<file path="src/rtl/decode_pipe_ctrl.sv">
// IF/ID + ID/EX control pipeline for an RV32I subset: decode, load-use stall, branch/jump flush.
// Optional ILLEGAL_TRAP_EN adds a registered illegal_out flag alongside the ID/EX bundle.
module decode_pipe_ctrl #(
  parameter int unsigned XLEN           = 32,
  parameter int unsigned PC_WIDTH       = 32,
  parameter int unsigned REG_ADDR_WIDTH = 5
) (
  input  logic                      clk,
  input  logic                      rst_n,
  input  logic [31:0]               instr_in,
  input  logic [PC_WIDTH-1:0]       pc_in,
  input  logic                      instr_valid,
  input  logic [REG_ADDR_WIDTH-1:0] ex_rd,
  input  logic                      ex_mem_read,
  input  logic                      flush,
  output logic                      stall_out,
  output logic                      id_valid,
  output logic                      reg_write,
  output logic [1:0]                result_src,
  output logic                      mem_write,
  output logic                      alu_src,
  output logic [3:0]                alu_ctrl,
  output logic                      branch,
  output logic [2:0]                br_funct3,
  output logic                      jump,
  output logic                      jalr,
  output logic [XLEN-1:0]           imm_op,
  output logic [REG_ADDR_WIDTH-1:0] rs1,
  output logic [REG_ADDR_WIDTH-1:0] rs2,
  output logic [REG_ADDR_WIDTH-1:0] rd,
  output logic [PC_WIDTH-1:0]       pc_out
`ifdef ILLEGAL_TRAP_EN
  ,
  output logic                      illegal_out
`endif
);

  localparam logic [6:0] OpcReg    = 7'b0110011;
  localparam logic [6:0] OpcImm    = 7'b0010011;
  localparam logic [6:0] OpcLoad   = 7'b0000011;
  localparam logic [6:0] OpcStore  = 7'b0100011;
  localparam logic [6:0] OpcBranch = 7'b1100011;
  localparam logic [6:0] OpcJal    = 7'b1101111;
  localparam logic [6:0] OpcJalr   = 7'b1100111;
  localparam logic [6:0] OpcLui    = 7'b0110111;

  localparam logic [3:0] AluAdd  = 4'b0000;
  localparam logic [3:0] AluSub  = 4'b0001;
  localparam logic [3:0] AluAnd  = 4'b0010;
  localparam logic [3:0] AluOr   = 4'b0011;
  localparam logic [3:0] AluXor  = 4'b0100;
  localparam logic [3:0] AluSlt  = 4'b0101;
  localparam logic [3:0] AluSll  = 4'b0110;
  localparam logic [3:0] AluSrl  = 4'b0111;
  localparam logic [3:0] AluSra  = 4'b1000;
  localparam logic [3:0] AluSltu = 4'b1001;

  // SUB only exists for register-register ops; SRA is selected by bit 30 for both forms.
  function automatic logic [3:0] alu_op(logic [2:0] f3, logic alt, logic is_reg);
    alu_op = AluAdd;
    unique case (f3)
      3'b000: alu_op = (alt && is_reg) ? AluSub : AluAdd;
      3'b001: alu_op = AluSll;
      3'b010: alu_op = AluSlt;
      3'b011: alu_op = AluSltu;
      3'b100: alu_op = AluXor;
      3'b101: alu_op = alt ? AluSra : AluSrl;
      3'b110: alu_op = AluOr;
      3'b111: alu_op = AluAnd;
    endcase
  endfunction

  // IF/ID stage
  logic                ifid_valid_q, ifid_valid_d;
  logic [31:0]         ifid_instr_q, ifid_instr_d;
  logic [PC_WIDTH-1:0] ifid_pc_q, ifid_pc_d;

  logic [6:0]  opcode;
  logic [2:0]  funct3;
  logic [6:0]  funct7;
  logic [31:0] imm_i, imm_s, imm_b, imm_j, imm_u;
  logic [REG_ADDR_WIDTH-1:0] rs1_field, rs2_field, rd_field;

  assign opcode    = ifid_instr_q[6:0];
  assign funct3    = ifid_instr_q[14:12];
  assign funct7    = ifid_instr_q[31:25];
  assign rd_field  = REG_ADDR_WIDTH'(ifid_instr_q[11:7]);
  assign rs1_field = REG_ADDR_WIDTH'(ifid_instr_q[19:15]);
  assign rs2_field = REG_ADDR_WIDTH'(ifid_instr_q[24:20]);

  assign imm_i = {{20{ifid_instr_q[31]}}, ifid_instr_q[31:20]};
  assign imm_s = {{20{ifid_instr_q[31]}}, ifid_instr_q[31:25], ifid_instr_q[11:7]};
  assign imm_b = {{19{ifid_instr_q[31]}}, ifid_instr_q[31], ifid_instr_q[7],
                  ifid_instr_q[30:25], ifid_instr_q[11:8], 1'b0};
  assign imm_j = {{11{ifid_instr_q[31]}}, ifid_instr_q[31], ifid_instr_q[19:12],
                  ifid_instr_q[20], ifid_instr_q[30:21], 1'b0};
  assign imm_u = {ifid_instr_q[31:12], 12'b0};

  logic        dec_legal;
  logic        dec_reg_write;
  logic [1:0]  dec_result_src;
  logic        dec_mem_write;
  logic        dec_alu_src;
  logic [3:0]  dec_alu_ctrl;
  logic        dec_branch;
  logic        dec_jump;
  logic        dec_jalr;
  logic [31:0] dec_imm;
  logic        dec_rs1_zero;
  logic        use_rs1;
  logic        use_rs2;

  always_comb begin
    dec_legal      = 1'b1;
    dec_reg_write  = 1'b0;
    dec_result_src = 2'b00;
    dec_mem_write  = 1'b0;
    dec_alu_src    = 1'b0;
    dec_alu_ctrl   = AluAdd;
    dec_branch     = 1'b0;
    dec_jump       = 1'b0;
    dec_jalr       = 1'b0;
    dec_imm        = '0;
    dec_rs1_zero   = 1'b0;
    use_rs1        = 1'b0;
    use_rs2        = 1'b0;
    unique case (opcode)
      OpcReg: begin
        dec_reg_write = 1'b1;
        dec_alu_ctrl  = alu_op(funct3, ifid_instr_q[30], 1'b1);
        use_rs1       = 1'b1;
        use_rs2       = 1'b1;
        dec_legal     = (funct7 == 7'b0000000) ||
                        ((funct7 == 7'b0100000) && ((funct3 == 3'b000) || (funct3 == 3'b101)));
      end
      OpcImm: begin
        dec_reg_write = 1'b1;
        dec_alu_src   = 1'b1;
        dec_alu_ctrl  = alu_op(funct3, ifid_instr_q[30], 1'b0);
        dec_imm       = imm_i;
        use_rs1       = 1'b1;
        // Only the shift forms reserve the upper immediate bits as funct7.
        if (funct3 == 3'b001) begin
          dec_legal = (funct7 == 7'b0000000);
        end else if (funct3 == 3'b101) begin
          dec_legal = (funct7 == 7'b0000000) || (funct7 == 7'b0100000);
        end
      end
      OpcLoad: begin
        dec_reg_write  = 1'b1;
        dec_result_src = 2'b01;
        dec_alu_src    = 1'b1;
        dec_imm        = imm_i;
        use_rs1        = 1'b1;
      end
      OpcStore: begin
        dec_mem_write = 1'b1;
        dec_alu_src   = 1'b1;
        dec_imm       = imm_s;
        use_rs1       = 1'b1;
        use_rs2       = 1'b1;
      end
      OpcBranch: begin
        dec_branch   = 1'b1;
        dec_alu_ctrl = AluSub;
        dec_imm      = imm_b;
        use_rs1      = 1'b1;
        use_rs2      = 1'b1;
      end
      OpcJal: begin
        dec_reg_write  = 1'b1;
        dec_result_src = 2'b10;
        dec_jump       = 1'b1;
        dec_imm        = imm_j;
      end
      OpcJalr: begin
        dec_reg_write  = 1'b1;
        dec_result_src = 2'b10;
        dec_jump       = 1'b1;
        dec_jalr       = 1'b1;
        dec_alu_src    = 1'b1;
        dec_imm        = imm_i;
        use_rs1        = 1'b1;
      end
      OpcLui: begin
        dec_reg_write = 1'b1;
        dec_alu_src   = 1'b1;
        dec_imm       = imm_u;
        dec_rs1_zero  = 1'b1;
      end
      default: dec_legal = 1'b0;
    endcase
  end

  logic hazard;
  logic rs1_hit, rs2_hit;
  logic load_bundle;

  assign rs1_hit     = use_rs1 && (ex_rd == rs1_field);
  assign rs2_hit     = use_rs2 && (ex_rd == rs2_field);
  assign hazard      = ifid_valid_q && ex_mem_read && (ex_rd != '0) && (rs1_hit || rs2_hit);
  assign stall_out   = hazard && !flush;
  assign load_bundle = ifid_valid_q && dec_legal && !hazard && !flush;

  always_comb begin
    ifid_valid_d = ifid_valid_q;
    ifid_instr_d = ifid_instr_q;
    ifid_pc_d    = ifid_pc_q;
    if (flush) begin
      ifid_valid_d = 1'b0;
    end else if (!hazard) begin
      ifid_valid_d = instr_valid;
      ifid_instr_d = instr_in;
      ifid_pc_d    = pc_in;
    end
  end

  // ID/EX stage
  logic                      id_valid_q, id_valid_d;
  logic                      reg_write_q, reg_write_d;
  logic [1:0]                result_src_q, result_src_d;
  logic                      mem_write_q, mem_write_d;
  logic                      alu_src_q, alu_src_d;
  logic [3:0]                alu_ctrl_q, alu_ctrl_d;
  logic                      branch_q, branch_d;
  logic [2:0]                br_funct3_q, br_funct3_d;
  logic                      jump_q, jump_d;
  logic                      jalr_q, jalr_d;
  logic [XLEN-1:0]           imm_q, imm_d;
  logic [REG_ADDR_WIDTH-1:0] rs1_q, rs1_d;
  logic [REG_ADDR_WIDTH-1:0] rs2_q, rs2_d;
  logic [REG_ADDR_WIDTH-1:0] rd_q, rd_d;
  logic [PC_WIDTH-1:0]       pc_q, pc_d;

  // Bubbles are all-zero bundles, not just id_valid low.
  always_comb begin
    id_valid_d   = 1'b0;
    reg_write_d  = 1'b0;
    result_src_d = 2'b00;
    mem_write_d  = 1'b0;
    alu_src_d    = 1'b0;
    alu_ctrl_d   = AluAdd;
    branch_d     = 1'b0;
    br_funct3_d  = 3'b000;
    jump_d       = 1'b0;
    jalr_d       = 1'b0;
    imm_d        = '0;
    rs1_d        = '0;
    rs2_d        = '0;
    rd_d         = '0;
    pc_d         = '0;
    if (load_bundle) begin
      id_valid_d   = 1'b1;
      reg_write_d  = dec_reg_write;
      result_src_d = dec_result_src;
      mem_write_d  = dec_mem_write;
      alu_src_d    = dec_alu_src;
      alu_ctrl_d   = dec_alu_ctrl;
      branch_d     = dec_branch;
      br_funct3_d  = dec_branch ? funct3 : 3'b000;
      jump_d       = dec_jump;
      jalr_d       = dec_jalr;
      imm_d        = XLEN'($signed(dec_imm));
      rs1_d        = dec_rs1_zero ? '0 : rs1_field;
      rs2_d        = rs2_field;
      rd_d         = rd_field;
      pc_d         = ifid_pc_q;
    end
  end

  always_ff @(posedge clk or negedge rst_n) begin
    if (!rst_n) begin
      ifid_valid_q <= 1'b0;
      ifid_instr_q <= '0;
      ifid_pc_q    <= '0;
      id_valid_q   <= 1'b0;
      reg_write_q  <= 1'b0;
      result_src_q <= 2'b00;
      mem_write_q  <= 1'b0;
      alu_src_q    <= 1'b0;
      alu_ctrl_q   <= AluAdd;
      branch_q     <= 1'b0;
      br_funct3_q  <= 3'b000;
      jump_q       <= 1'b0;
      jalr_q       <= 1'b0;
      imm_q        <= '0;
      rs1_q        <= '0;
      rs2_q        <= '0;
      rd_q         <= '0;
      pc_q         <= '0;
    end else begin
      ifid_valid_q <= ifid_valid_d;
      ifid_instr_q <= ifid_instr_d;
      ifid_pc_q    <= ifid_pc_d;
      id_valid_q   <= id_valid_d;
      reg_write_q  <= reg_write_d;
      result_src_q <= result_src_d;
      mem_write_q  <= mem_write_d;
      alu_src_q    <= alu_src_d;
      alu_ctrl_q   <= alu_ctrl_d;
      branch_q     <= branch_d;
      br_funct3_q  <= br_funct3_d;
      jump_q       <= jump_d;
      jalr_q       <= jalr_d;
      imm_q        <= imm_d;
      rs1_q        <= rs1_d;
      rs2_q        <= rs2_d;
      rd_q         <= rd_d;
      pc_q         <= pc_d;
    end
  end

  assign id_valid   = id_valid_q;
  assign reg_write  = reg_write_q;
  assign result_src = result_src_q;
  assign mem_write  = mem_write_q;
  assign alu_src    = alu_src_q;
  assign alu_ctrl   = alu_ctrl_q;
  assign branch     = branch_q;
  assign br_funct3  = br_funct3_q;
  assign jump       = jump_q;
  assign jalr       = jalr_q;
  assign imm_op     = imm_q;
  assign rs1        = rs1_q;
  assign rs2        = rs2_q;
  assign rd         = rd_q;
  assign pc_out     = pc_q;

`ifdef ILLEGAL_TRAP_EN
  logic illegal_q, illegal_d;

  // A stalled entry reports once, when it finally leaves IF/ID.
  assign illegal_d = ifid_valid_q && !dec_legal && !hazard && !flush;

  always_ff @(posedge clk or negedge rst_n) begin
    if (!rst_n) begin
      illegal_q <= 1'b0;
    end else begin
      illegal_q <= illegal_d;
    end
  end

  assign illegal_out = illegal_q;
`endif

endmodule

</file>
<file path="config.mk">
export PLATFORM = sky130hd
export DESIGN_NAME = decode_pipe_ctrl
export DESIGN_NICKNAME = d
export VERILOG_FILES = /design/src/rtl/decode_pipe_ctrl.sv
export SDC_FILE = /design/constraint.sdc
export NUM_CORES = 1
export LEC_CHECK = 0
export BUFFER_PORTS_ARGS = -buffer_cell sky130_fd_sc_hd__buf_2
export CORE_MARGIN = 2
export CORE_UTILIZATION = 55
export CTS_CLUSTER_SIZE = 20
export DETAILED_ROUTE_END_ITERATION = 6
export GPL_TIMING_DRIVEN = 0
export PLACE_DENSITY = 0.82
export SYNTH_ARGS = -nofsm -noshare
export SYNTH_HDL_FRONTEND = slang
export SYNTH_SLANG_ARGS = --single-unit
export TNS_END_PERCENT = 1
</file>
<file path="constraint.sdc">
create_clock -name clk -period 3.8 [get_ports clk]
set_input_delay 0.57 -clock clk [delete_from_list [all_inputs] [get_ports clk]]
set_output_delay 0.57 -clock clk [all_outputs]
set_load 0.02 [all_outputs]
</file>
; After elaboration in Yosys (flattened, before gate mapping)
; Index checks and enable logic that the tools add are counted.
[totals]
regBits = 160
inputBits = 74
output_inout_bits = 96
elab_cells = 104
[op_classes]
n_reduce_logical = 27
eq_ne = 19
n_mux = 38
bitwise = 2
[ops]
columns = op, n
row1 = $pmux 32 s5, 1
row2 = $mux 32, 2
row3 = $pmux 4 s8, 2
row4 = $eq 7x6->1 const B, 4
row5 = $eq 7x7->1 const B, 3
row6 = $mux 1, 21
row7 = $mux 5, 4
row8 = $reduce_or 6->1, 3
row9 = $eq 3x3->1 const B, 4
row10 = $pmux 4 s3, 1
row11 = $eq 5x5->1, 2
row12 = $logic_and 1x1->1, 10
row13 = $mux 4, 2
row14 = $eq 7x2->1 const B, 1
row15 = $eq 7x5->1 const B, 1
row16 = $logic_not 7->1, 1
row17 = $eq 3x2->1 const B, 2
row18 = $mux 3, 2
row19 = $reduce_or 3->1, 2
row20 = $reduce_bool 5->1, 1
row21 = $reduce_or 5->1, 1
row22 = $logic_or 1x1->1, 4
row23 = $pmux 2 s2, 1
row24 = $eq 3x1->1 const B, 1
row25 = other kinds (8), 10

; Depth between registers and ports, before layout
; Gate-level depths: netlist (run 1).
[depth]
word_depth = 10
ltp_mapped = 8
mapped_depth_nobuf = 5

; Worst setup path before layout (run 1)
; OpenSTA, ideal clock, no wires.
[synth_timing]
path_type = input-to-reg
from = in ex_rd[0]
to = reg ifid_instr_q[30]
arrival_time_ns = 2.256
required_ns = 3.672
setup_time_ns = 0.128
stages = 7
n_path_buf = 2
path_slack_ns = 1.416
path_cell_list = xor2_1 or4_1 o2bb2a_2 o21bai_4 buf_6 buf_4 mux2_1
[synth_between]
elab_chain_cells = 6
word_cells_on_any_way = 10
cone_classes = 2 x eq/ne / 1 x bitwise / 7 x reduce/logical
[synth_lines]
columns = element, line
row1 = from (decl), 13  ; input logic [REG_ADDR_WIDTH-1:0] ex_rd,
row2 = $eq 5x5->1 (on tied branches), "199, 200"
row3 = $logic_and 1x1->1 (on tied branches), "199, 200"
row4 = $logic_or 1x1->1, 201  ; assign hazard = ifid_valid_q && ex_mem_read && (ex_rd != '0) && (rs1_hit || rs2_hit);
row5 = $logic_and 1x1->1 (*), 201
row6 = $not 1->1 (no line) (*), -
row7 = $reduce_and 2->1 (no line) (*), -
row8 = to (signal assigned), 293  ; ifid_instr_q <= ifid_instr_d;
row9 = to (decl), 75  ; logic [31:0] ifid_instr_q, ifid_instr_d;
; Every way passes the cells marked *; elsewhere a longest branch is shown, timed or not.
; A chain may end at the register's enable or synchronous reset.

; Worst setup path in the final report (run 1)
[layout_timing]
from = reg ifid_instr_q[6]
to = reg branch_q, in the netlist branch
[layout_between]
elab_chain_cells = 10
word_cells_on_any_way = 24
cone_classes = 8 x eq/ne / 5 x mux / 11 x reduce/logical
[layout_lines]
columns = element, line
row1 = $eq 7x5->1 (tied with other cells), 127  ; unique case (opcode)
row2 = $reduce_or 6->1 (no line) or $reduce_or 3->1 (tied branches), -
row3 = $mux 1, 127
row4 = $logic_and 1x1->1 (on tied branches), "199, 200"
row5 = $logic_or 1x1->1, 201
row6 = $logic_and 1x1->1, 201
row7 = $logic_not 1->1, -
row8 = $logic_and 1x1->1 (2 in a row), 203  ; assign load_bundle = ifid_valid_q && dec_legal && !hazard && !flush;
row9 = $mux 1 (*), 252  ; if (load_bundle) begin
row10 = via branch_d, 225  ; logic branch_q, branch_d;
row11 = to (signal assigned), 301  ; branch_q <= branch_d;
row12 = to (decl), 225
; The timed path passes the listed nets; every way through them passes the cells marked *.

==> impl_metrics.csv, run 1 <==
group,metric,value,unit
status,status,"complete, no violations",
floorplanning,dieArea,0.0129,mm^2
critical_path,crit_arrival,3.07,ns
timing,maxSlewViolCount,0,
critical_path,crit_chain,"clkbuf_1 -> nor2_1 -> a32oi_1 -> o32ai_1 -> nor3_1 -> buf_2 -> clkbuf_1 -> nor3_1",
grt,grt-ovfl-total,0,
synth,avgSynthCellArea,11.7,um^2
finish,antenna_cells,0,
synth,ys_ff_latch,159,
floorplanning,ios,170,
synth,ys_types,51,
synth,post-synth-top-count-cell,"dfrtp_1",
power,p_int,2.92,mW
power,power_density,476,mW/mm^2
drt,dr.pass1.iters,5,
finish,design_area,0.00825,mm^2
timing,hold_viol,0,
floorplanning,die_height,114,um
cts,post-cts-setup-buffers,0,
power,p_comb_frac,0.098,
timing,final.min_clock_period,2.80,ns
power,p_sw_frac,0.256,
synth,yosysWarningCount,0,
power,peakVddDrop,299,uV
min_path,hold_path.class,"in2async",
finish,nFillCells,825,
critical_path,crit_type,"reg2reg",
finish,regArea,0.00398,mm^2
critical_path,rrSetupSlack,1.0,ns
finish,drive_gt1_frac,0.352,
cts,clock-root-buffer,"clkbuf_16",
critical_path,worstSetupEndpointType,"register",
drt,vias,5348,
synth,syn-cell-area,0.00660,mm^2
floorplanning,initial_core_util,0.570,
drt,drc,0,
critical_path,setup.worst_path.start,"ifid_instr_q[6]$_DFFE_PN0P_",
synth,yosys.area.top_type,"dfrtp_1",
timing,finalSetupTns,0,ns
cts,cts_hold_buffers,0,
placed_design,routabilityCongestion,0.937,
cts,h-tree-depth,4,
synth,synth_edf_count,0,
placed_design,dp_hpwl,12100,um
floorplanning,coreArea,0.0116,mm^2
critical_path,slowest_delay,0.46,ns
floorplanning,die_w,114,um
finish,multi_input_area,0.00238,mm^2
timing,whs,0.125,ns
grt,grt_max_degree,91,
power,total_leakage_power,3.87,nW
cts,clock-sinks,159,
placed_design,postPlaceCellArea,0.00765,mm^2
critical_path,worstReg2RegStart,"ifid_instr_q[6]$_DFFE_PN0P_",
synth,synth_common_cells,"dfrtp_1 (159), nor3_1 (68), nand2_1 (58), mux2_2 (50), clkbuf_1 (33)",
power,p_clk_frac,0.435,
synth,postSynthCellCount,562,
synth,syn_nets,636,
floorplanning,rows,39,
drt,drt-initial-drc-count,647,
critical_path,start_kind,"register",
grt,grt_usage,0.273,
synth,yosys.area.top_type_share,0.603,
synth,seq_area_frac_synth,0.603,
synth,netlist_top_cells_area,"dfrtp_1 (60%), mux2_2 (8.5%), nor3_1 (5.2%), nand2_1 (3.3%), mux2_1 (2.4%)",
drt,wl_per_cell,19.1,um
timing,slew_headroom,0.546,
critical_path,ff2ff_path_depth,8,
timing,fin_crit_sh,0.737,
drt,drt-total-wl,17300,um
timing,finClkSkew,0.0125,ns
grt,grt_pass1_vias,5182,
power,power_switching,1.01,mW
finish,area_delta_synth_final,25.1,%
cts,clkLatencyLatePin,0.43,ns
drt,viasPerCell,5.90,
critical_path,slowest_stage,"clkbuf_1",
timing,fmax,0.357,GHz
synth,async_flop_share,1.00,
cts,cts.repair.resized,0,
placed_design,io_buffer_count,169,
drt,ant_nets,0,
grt,antenna_found_initial,0,
run,drv_cap,0,
cts,clk_pin_slew,0.06,ns
power,seqPwrFrac,0.467,
critical_path,crit_fanout,10,
critical_path,worstPathRequired,4.07,ns
timing,worst_pin_slew,0.680,ns
timing,rsz0062_at_grt,"false",
critical_path,critical_path.endpoint,"branch$_DFF_PN0_",
cts,cts_buffer_depth,2,
cts,cts_tree,"built",
cts,numCtsBuffers,17,
timing,finalSetupViolations,0,
synth,ys.flop_type,"dfrtp_1",
finish,final_core_util,0.713,
grt,grt_pass1_wl,26800,um
finish,nNetsFinal,825,
critical_path,reg2reg_to,"branch$_DFF_PN0_",
## layer usage
metal  global-route usage  wire length [um]
met5                    0                 0
met4                0.113               514
met3               0.0499              1290
met2                0.438              8460
met1                0.373              7020
## flip-flops by register name, indices dropped and copies added, names as in the netlist, 4 cells and up
name	cells
ifid_instr_q	32
ifid_pc_q	32
imm_op	32
pc_out	32
rd	5
rs1	5
rs2	5
alu_ctrl	4
## logic make-up after synthesis
kind of cell / synth area share
AND/OR/NAND/NOR: 0.176
flip-flops: 0.603
multiplexers: 0.109
AO/OA/AOI/OAI: 0.0601
buffers and inverters: 0.0364
XOR/XNOR: 0.0146
## layout make-up
cell class | count | share of cell area
Tap cell | 143 | 0.0217
Clock inverter | 12 | 0.0180
Buffer | 48 | 0.0278
Clock buffer | 20 | 0.0541
Timing Repair Buffer | 170 | 0.107
Sequential cell | 159 | 0.482
Inverter | 3 | 0.00136
Multi-Input combinational cell | 352 | 0.288
## worst min path at each step
| stage | cells after the start | startpoint | end | slack [ns] |
|---|---|---|---|---|
| final | 1 | rst_n | ifid_instr_q[19]$_DFFE_PN0P_ | 0.13 |
| after global routing | 1 | rst_n | ifid_instr_q[19]$_DFFE_PN0P_ | 0.19 |
| after CTS | 1 | rst_n | imm_op[0]$_DFF_PN0_ | 0.17 |
| after detailed placement | 1 | ifid_pc_q[11]$_DFFE_PN0P_ | ifid_pc_q[11]$_DFFE_PN0P_ | 0.49 |
| after global placement | 1 | ifid_pc_q[0]$_DFFE_PN0P_ | ifid_pc_q[0]$_DFFE_PN0P_ | 0.49 |
| after floorplan | 0 | rst_n | alu_ctrl[0]$_DFF_PN0_ | 0.27 |
## cells in the final DEF, fill, tap and decap left out, drive strengths merged, types with 4 or more instances in the layout
cell type,n
a21oi,27
a22oi,5
buf,185
clkbuf,53
clkinv,4
dfrtp,159
inv,8
mux2,64
nand2,58
nand3,14
nor2,11
nor2b,5
nor3,68
nor4,17
nor4b,18
xor2,10
## power by group through the flow
| stage | clock, mW | combinational [mW] | sequential (mW) |
|---|---|---|---|
| after floorplan | 0 | 0.234 | 1.84 |
| after global placement | 0 | 0.359 | 1.86 |
| after detailed placement | 0 | 0.378 | 1.86 |
| after CTS | 1.72 | 0.383 | 1.83 |
| after global routing | 1.80 | 0.424 | 1.84 |
| final | 1.71 | 0.386 | 1.83 |
## per-stage QoR
| stage | std cells | setup slack [ns] | total power [mW] |
|---|---|---|---|
| 2_1_floorplan | 562 | 1.42 | 2.08 |
| 6_report | 907 | 1.00 | 3.93 |
| 3_3_place_gp | 874 | 0.0865 | 2.21 |
| 4_1_cts | 907 | 1.04 | 3.94 |
| 5_1_grt | 907 | 0.698 | 4.06 |
| 3_5_place_dp | 875 | 0.904 | 2.24 |
## worst max-delay path, delay by kind of cell (launching register included)
family,cells,cell delay [ns]
AOI/OAI and AO/OA,2,0.41
and+or+nand+nor,3,0.61
buffers and inverters,3,1.19
DFF,1,0.44
(Power assumes the default switching activity.)
==> inputs of run 2 (changes only) <==
Settings changed: CORE_UTILIZATION 55 to 53, PLACE_DENSITY 0.82 to 0.8.
Clock period 3.8 ns to 2.7 ns, I/O delays scaled along.
==> run 2 against run 1 <==
  * Combinational power increased by 42%
  * Final cell count increased by 2.5%
  * Utilization decreased by 2.7 points
  * Cell area increased by 0.36%
  * The run now ends with negative hold slack left
  * Critical path type unchanged
  * First-iteration DRC count decreased by 13%
  * Global-route usage decreased by 1.0 points
  * Largest cell class unchanged
==> impl_metrics.csv, run 2 (same netlist as run 1, synthesis figures left out) <==
group,metric,value,unit
cts,clock-root-buffer,"clkbuf_16",
finish,area_delta_synth_final,25.5,%
drt,dr.pass1.iters,6,
timing,maxSlewViolCount,0,
drt,drc,0,
grt,antenna_found_initial,0,
grt,grt_max_degree,87,
timing,finalSetupTns,0,ns
timing,finClkSkew,0.00772,ns
drt,drt-total-wl,17100,um
timing,fmax,0.388,GHz
timing,final.min_clock_period,2.57,ns
critical_path,worstPathRequired,3.01,ns
cts,clock-sinks,159,
critical_path,crit_type,"reg2reg",
floorplanning,coreArea,0.0121,mm^2
grt,grt_usage,0.263,
placed_design,io_buffer_count,169,
status,violations,"negative hold slack",
floorplanning,initial_core_util,0.547,
cts,h-tree-depth,4,
cts,cts_tree,"built",
finish,nNetsFinal,825,
floorplanning,dieArea,0.0134,mm^2
timing,slew_headroom,0.555,
critical_path,crit_fanout,10,
drt,drt-initial-drc-count,566,
drt,wl_per_cell,18.4,um
timing,rsz0062_at_grt,"true",
placed_design,routabilityCongestion,0.889,
min_path,hold_path.class,"in2async",
drt,vias,5238,
cts,clk_pin_slew,0.06,ns
power,total_leakage_power,3.89,nW
grt,grt-ovfl-total,0,
timing,finalSetupViolations,0,
cts,numCtsBuffers,17,
finish,multi_input_area,0.00239,mm^2
finish,final_common_cell,"buf_2",
finish,fin_cells,930,
floorplanning,die_height,116,um
finish,mostFrequentLayoutCells,"buf_2 (174), dfrtp_1 (159), nor3_1 (68), nand2_1 (58), mux2_2 (50)",
floorplanning,ios,170,
drt,viasPerCell,5.63,
placed_design,placedCellCount,900,
timing,fin_crit_sh,0.953,
grt,grt_pass1_wl,26500,um
finish,regArea,0.00398,mm^2
timing,whs,-0.0270,ns
drt,ant_nets,0,
timing,worst_pin_slew,0.667,ns
cts,cts_buffer_depth,2,
grt,grt_pass1_vias,5248,
power,peakVddDrop,342,uV
cts,clkLatencyLatePin,0.43,ns
finish,nFillCells,914,
finish,drive_gt1_frac,0.367,
critical_path,start_kind,"register",
finish,final_core_util,0.687,
power,power_density,657,mW/mm^2
critical_path,worstSetupEndpointType,"register",
finish,antenna_cells,0,
floorplanning,rows,40,
run,drv_cap,0,
placed_design,dp_hpwl,12300,um
cts,post-cts-setup-buffers,0,
status,status,"finished, violations left",
critical_path,crit_arrival,2.88,ns
floorplanning,die_w,116,um
timing,hold_viol,14,
-- run 2: per-layer routing --
layer  vias up  part of all wire  GRT usage
li1       2381                 -          -
met1      2555              0.42      0.346
met2       255              0.48      0.410
met3        47             0.067     0.0612
met4         0             0.036      0.137
met5         -                 0          0
-- run 2: final cells by class --
class / count / area share
sequential: 159 / 0.481
buffer: 48 / 0.0292
clock inverter: 13 / 0.0168
timing repair buffer: 170 / 0.106
multi-input combinational: 352 / 0.289
clock buffer: 17 / 0.0514
inverter: 3 / 0.00136
tap: 168 / 0.0254
-- run 2: through the flow --
step	total power [mW]	area, um^2	setup slack [ns]
2_1_floorplan	2.92	6600	0.455
3_3_place_gp	3.12	7650	-0.878
3_5_place_dp	3.15	7690	-0.0166
4_1_cts	5.45	8250	0.00249
5_1_grt	5.62	8280	-0.00896
6_report	5.44	8280	0.126
-- run 2: final timing paths --
| check | start | endpoint | slack [ns] | cells past startpoint |
|---|---|---|---|---|
| setup / recovery | ifid_instr_q[20]$_DFFE_PN0P_ | ifid_instr_q[29]$_DFFE_PN0P_ | 0.13 | 7 |
| hold reg to reg | ifid_pc_q[0]$_DFFE_PN0P_ | ifid_pc_q[0]$_DFFE_PN0P_ | 0.51 | 1 |
| hold / removal | rst_n | ifid_instr_q[15]$_DFFE_PN0P_ | -0.03 | 1 |
| max in group asynchronous | rst_n | ifid_pc_q[4]$_DFFE_PN0P_ | 1.89 | 2 |
| setup reg to reg | ifid_instr_q[20]$_DFFE_PN0P_ | ifid_instr_q[29]$_DFFE_PN0P_ | 0.13 | 7 |
| min in group clk | instr_in[17] | ifid_instr_q[17]$_DFFE_PN0P_ | 0.19 | 2 |
-- run 2: critical path, cell delays in order (launching register included) --
cell and delay (ns):
dfrtp_1 0.46, xor2_1 0.20, or4_1 0.52, o2bb2a_2 0.28
o21bai_4 0.25, buf_6 0.20, buf_4 0.20, mux2_1 0.34
-- run 2: what timing repair did --
action	CTS	global route
hold buffers	0	0
resized for setup	0	22
setup endpoints to repair	0	87
-- run 2: power by group --
| group | switching [mW] | leakage, nW | internal [mW] |
|---|---|---|---|
| clock | 0.954 | 0.276 | 1.35 |
| sequential | 0.100 | 2.07 | 2.48 |
| combinational | 0.321 | 1.54 | 0.227 |
| total | 1.37 | 3.89 | 4.06 |
